## config.mk

```make
export PLATFORM = sky130hd
export DESIGN_NAME = mc_ctrl
export DESIGN_NICKNAME = d
export VERILOG_FILES = /design/src/rtl/mc_ctrl.sv
export SDC_FILE = /design/constraint.sdc
export NUM_CORES = 1
export LEC_CHECK = 0
export BUFFER_PORTS_ARGS = -buffer_cell sky130_fd_sc_hd__buf_2
export CAP_MARGIN = 0
export CORE_MARGIN = 2
export CORE_UTILIZATION = 36
export CTS_BUF_LIST = sky130_fd_sc_hd__clkbuf_4 sky130_fd_sc_hd__clkbuf_8 sky130_fd_sc_hd__clkbuf_16
export CTS_CLUSTER_DIAMETER = 80
export DETAILED_ROUTE_END_ITERATION = 6
export GPL_ROUTABILITY_DRIVEN = 0
export PLACE_DENSITY = 0.67
export SLEW_MARGIN = 0
export SYNTH_ARGS = -nofsm -noshare
export SYNTH_HDL_FRONTEND = slang
export SYNTH_SLANG_ARGS = --single-unit
export TNS_END_PERCENT = 50
```

## constraint.sdc

```tcl
create_clock -name clk -period 2.4 [get_ports clk]
set_input_delay 0.36 -clock clk [delete_from_list [all_inputs] [get_ports clk]]
set_output_delay 0.36 -clock clk [all_outputs]
set_load 0.05 [all_outputs]
```

## src/rtl/mc_ctrl.sv

```systemverilog
// mc_ctrl: multi-cycle MIPS control FSM driving datapath strobes, level selects and a retired counter.
module mc_ctrl (
  input  logic        clk,
  input  logic        reset,
  input  logic [5:0]  opCode,
  input  logic [5:0]  Funct,
  input  logic        stall,
  output logic        IRWrite,
  output logic        PCWrite,
  output logic        RegWrite,
  output logic        MemWrite,
  output logic        Branch,
  output logic        Jump,
  output logic        JumpToReg,
  output logic        writeR31,
  output logic        RegDst,
  output logic        ALUSrc,
  output logic        MemtoReg,
  output logic        EXTop,
  output logic [2:0]  ALUop,
  output logic [2:0]  state,
  output logic [31:0] retired,
  output logic        illegal
);
  typedef enum logic [2:0] {FETCH = 3'd0, DECODE = 3'd1, EXEC = 3'd2, MEM = 3'd3, WB = 3'd4} stateT;
  typedef enum logic [3:0] {cNop, cAddu, cSubu, cSll, cJr, cOri, cLui, cLw, cSw, cBeq, cJ, cJal, cIll} classT;
  stateT st, stNext;
  classT cls, decCls, curCls;
  logic [31:0] retCnt;
  logic [8:0] rawStrobe;
  logic en;
  always_comb begin
    decCls = cIll;
    case (opCode)
      6'b000000: decCls = (Funct == 6'b100001) ? cAddu :
                          (Funct == 6'b100011) ? cSubu :
                          (Funct == 6'b000000) ? cSll  :
                          (Funct == 6'b001000) ? cJr   : cIll;
      6'b001101: decCls = cOri;
      6'b001111: decCls = cLui;
      6'b100011: decCls = cLw;
      6'b101011: decCls = cSw;
      6'b000100: decCls = cBeq;
      6'b000010: decCls = cJ;
      6'b000011: decCls = cJal;
      default:   decCls = cIll;
    endcase
  end
  // DECODE sees the fresh IR; later states use the latched class so selects stay stable
  assign curCls = (st == DECODE) ? decCls : cls;
  assign RegDst = curCls inside {cAddu, cSubu, cSll};
  assign ALUSrc = curCls inside {cOri, cLui, cLw, cSw};
  assign MemtoReg = (curCls == cLw);
  assign EXTop = curCls inside {cOri, cLui};
  assign ALUop = (curCls inside {cSubu, cBeq}) ? 3'b001 :
                 (curCls == cOri) ? 3'b010 :
                 (curCls == cLui) ? 3'b011 :
                 (curCls == cSll) ? 3'b100 : 3'b000;
  // rawStrobe order: IRWrite PCWrite RegWrite MemWrite Branch Jump JumpToReg writeR31 illegal
  always_comb begin
    stNext = st;
    rawStrobe = 9'b0;
    case (st)
      FETCH: begin
        rawStrobe = 9'b1_0000_0000;
        stNext = DECODE;
      end
      DECODE: begin
        stNext = FETCH;
        case (decCls)
          cJ:      rawStrobe = 9'b0_1000_1000;
          cJal:    rawStrobe = 9'b0_1100_1010;
          cJr:     rawStrobe = 9'b0_1000_0100;
          cIll:    rawStrobe = 9'b0_1000_0001;
          default: stNext = EXEC;
        endcase
      end
      EXEC: begin
        stNext = (cls == cBeq) ? FETCH : (cls inside {cLw, cSw}) ? MEM : WB;
        rawStrobe = (cls == cBeq) ? 9'b0_1001_0000 : 9'b0;
      end
      MEM: begin
        stNext = (cls == cSw) ? FETCH : WB;
        rawStrobe = (cls == cSw) ? 9'b0_1010_0000 : 9'b0;
      end
      WB: begin
        rawStrobe = 9'b0_1100_0000;
        stNext = FETCH;
      end
      default: stNext = FETCH;
    endcase
  end
  assign en = !stall && !reset;
  assign {IRWrite, PCWrite, RegWrite, MemWrite, Branch, Jump, JumpToReg, writeR31, illegal} = rawStrobe & {9{en}};
  always_ff @(posedge clk or posedge reset) begin
    if (reset) begin
      st <= FETCH;
      cls <= cNop;
      retCnt <= 32'd0;
    end else if (!stall) begin
      st <= stNext;
      if (st == DECODE) cls <= decCls;
      if (PCWrite) retCnt <= retCnt + 32'd1;
    end
  end
  assign state = st;
  assign retired = retCnt;
endmodule

```

==> results.tsv <==
stage	metric	value	unit
logic_synthesis	synth.yosys.seq_area_share	41.8	%
power_and_ir_drop	internal_power	1600	uW
timing	timing.final.setup_violations	10	
clock_tree	clock_path_buffers	2	
power_and_ir_drop	power.share.clock	20.1	%
timing	report.final.hold_viol_count	0	
power_and_ir_drop	seq_power_share	29.1	%
power_and_ir_drop	net-switching-power	1180	uW
timing	worst-slew-pin-transition	524	ps
run	drv.max_cap_violation_count	0	
timing	worst_slack	-218	ps
clock_tree	ctsHoldBuffers	0	
logic_synthesis	synth_area_per_cell	9.05	sq um
global_route	wire_length_of_the_first_global_routing_pass	10.0	mm
power_and_ir_drop	p_leak	0.00157	uW
hold_path	hold_path_class	primary input to async pin	
logic_synthesis	synth_fp_nets	274	
global_route	overflow	0	
power_and_ir_drop	comb_power_share	50.8	%
clock_tree	htree_num_levels	2	
detailed_routing	wire_per_inst	13.9	microns
logic_synthesis	synthFlopType	sky130_fd_sc_hd__dfrtp_1	
logic_synthesis	post_synth_inst_count	258	
placed_design	post-place-cells	419	
timing	achievable-frequency	382	MHz
clock_tree	cts_num_sinks	39	
setup_path	critPathArrivalTime	2260	ps
setup_path	launching_element_of_the_worst_setup_path	Funct[1]	
timing	holdWs	213	ps
timing	layout_min_cycle_time	2620	ps
global_route	gr-usage-all-layers	17.2	%
floorplanning	core_box_area	0.00631	sq mm
clock_tree	worstSkewPairLatency	300	ps
floorplanning	fp.dieW	84.6	microns
power_and_ir_drop	power_density	835	mW/mm^2
power_and_ir_drop	netSwitchingFraction	42.4	%
timing	maxSlewViolCount	0	
cells_and_area	drive_above_1_share	38.9	%
placed_design	hpwl	4.38	mm
detailed_routing	detailroute.via_count	2241	
clock_tree	cts_made_buffers	5	
cells_and_area	antenna_cells	0	
global_route	antenna_found_initial	0	
timing	timing.setup.tns	-1700	ps
setup_path	crit_path_end_kind	output pin	
power_and_ir_drop	ir_worst_vdd	1.08	mV
setup_path	reg_to_reg_start	cls[1]	
logic_synthesis	synth-edff-count	0	
run_status	result_of_the_run	complete, but fails checks	
logic_synthesis	synthesis.area	0.00234	sq mm
logic_synthesis	number_of_register_bits_inferred_by_synthesis	39	
logic_synthesis	synthArstFlopShare	100	%
timing	finalClockSkew	13.7	ps
clock_tree	cts_tree	built	
floorplanning	pin_count	66	
clock_tree	worst_path_clk_slew	80	ps
floorplanning	floorplan.initialDensity	37.0	%
cells_and_area	stdcell_count	429	
detailed_routing	routed_via_density	5.22	
global_route	first_global_vias	2102	
run_status	violations	setup timing	
detailed_routing	drt.antenna.violating_nets	0	
setup_path	timing.critical_path.required	2040	ps
floorplanning	vertical_die_dimension	84.6	microns
global_route	pin_count_of_the_biggest_net_entering_global_routing	40	
setup_path	crit_path_max_fanout	4	
setup_path	start_kind	primary input	
setup_path	worst-setup-path-type	primary input to output pin	
detailed_routing	first_drt_pass_iteration_count	4	
floorplanning	rows	29	
logic_synthesis	number_of_different_library_cells_in_the_post_synthesis_netlist	47	
clock_tree	ctsRootBufferMaster	sky130_fd_sc_hd__clkbuf_8	
timing	timing.max_slew.rel_slack	65.1	%
timing	timing.final.crit_share	109	%
detailed_routing	drtIter0Drc	112	
timing	setup_repair_after_global_routing_missed_its_margin	yes	
detailed_routing	total_wirelength_of_the_detailed_routed_design	5.98	mm
cells_and_area	areaGrowthSynthToFinish	42.6	%
floorplanning	design.die.area	0.00715	sq mm
detailed_routing	drt_drc_violations_left	0	
cells_and_area	nets	367	
placed_design	io_buffer_count	65	
logic_synthesis	yosysWarnings	0	
## routing by layer
layer	up-vias	share of wire, %	track usage, %
met3	12	4.9	3.34
met2	60	49	27.1
li1	1099	-	-
met1	1070	44	22.9
met4	0	2.0	7.65
met5	-	0	0
## through the flow
step / utilization (%) / cell area (sq um) / power, uW / setup slack (ps)
2_1_floorplan: - / 2500 / 1790 / -422
3_3_place_gp: 48.8 / 3080 / 2110 / -263
3_5_place_dp: 48.8 / 3080 / 2130 / -339
4_1_cts: 52.3 / 3300 / 2770 / -243
5_1_grt: 52.8 / 3330 / 2940 / -319
6_report: 52.8 / 3330 / 2780 / -218
## cell usage after synthesis (all sizes together) (3+ instances only)
cell type,n,share of area [%]
a21oi,5,1.1
and2,5,1.3
and3,11,2.9
buf,4,1.4
clkbuf,5,0.80
dfrtp,39,42
inv,7,1.1
mux2,3,1.4
nand2,17,2.7
nand2b,7,1.9
nand3,17,3.6
nand4,15,4.0
nor2,33,5.3
nor3,5,1.1
nor3b,3,0.96
o21ai,14,3.2
or2,3,0.80
or3,3,0.80
xnor2,23,8.6
xor2,9,3.4
## final cells by class
cell class	count	area [sq um]
Fill cell	600	2980
Multi-Input combinational cell	203	1460
Sequential cell	39	980
Timing Repair Buffer	95	657
Tap cell	77	96.3
Clock buffer	7	83.8
Clock inverter	1	30.0
Inverter	7	26.3
## flip-flops by register name, summed over array words and instances, names as in the netlist
register and count:
cls 4, retired 32, state 3
## final timing paths
check                                   end  depth (start not counted)  slack, ps
worst max-delay path                PCWrite                          9       -220
worst min-delay path               state[2]                          3        210
worst max register to register  retired[30]                          8        250
worst min register to register  retired[31]                          1        460
max in group asynchronous          state[1]                          3       1830
min in group clk                   state[2]                          3        430
## cell usage in the layout, fill, tap and decap left out, drive strengths merged, types with 2 or more instances in the layout
cell     synthesis  layout
a2111oi          2       2
nand4b           2       2
dfrtp           39      39
mux2             3       3
a211oi           2       2
nand4           15      15
inv              7       7
and3            11      11
xor2             9       9
or2              3       3
mux2i            2       2
nor4b            2       2
or3              3       3
nor4             2       2
nand2           17      17
buf              4      95
o211ai           2       2
nor2            33      33
o21a             2       2
clkbuf           5       7
a221oi           2       2
and2             5       5
o21ai           14      14
xnor2           23      23
nand3           17      17
nand2b           7       7
a21oi            5       5
nor3b            3       3
nor3             5       5
## what timing repair did
item,4_1_cts,5_1_grt
pin swaps,10,4
setup buffers,0,2
endpoints found under the hold margin,0,0
gates resized for setup,30,3
endpoints found under the setup margin,13,13
## cell families (layout without fill, tap and decap cells)
logic type / Yosys count / count (layout) / synth area share (%)
compound gates: 36 / 36 / 10.9
xor+xnor: 32 / 32 / 12.0
fa+ha+maj: 1 / 1 / 0.536
buf+inv: 16 / 110 / 3.32
flops: 39 / 39 / 41.8
mux: 5 / 5 / 2.30
simple gates: 129 / 129 / 29.1
## power by group through the flow
stage / clock [uW] / combinational (uW) / sequential [uW]
floorplan: 0 / 784 / 1000
global placement: 0 / 1290 / 817
CTS: 570 / 1390 / 811
detailed placement: 0 / 1310 / 822
global route: 600 / 1510 / 825
finish: 559 / 1410 / 811
## critical path: stages
cell	delay, ps
sky130_fd_sc_hd__buf_6	90
sky130_fd_sc_hd__or3_4	380
sky130_fd_sc_hd__a2111o_1	400
sky130_fd_sc_hd__a221oi_2	290
sky130_fd_sc_hd__buf_4	160
sky130_fd_sc_hd__buf_4	100
sky130_fd_sc_hd__o21ai_2	80
sky130_fd_sc_hd__o21a_4	240
sky130_fd_sc_hd__buf_6	150
Power figures use the tool's default switching activity.
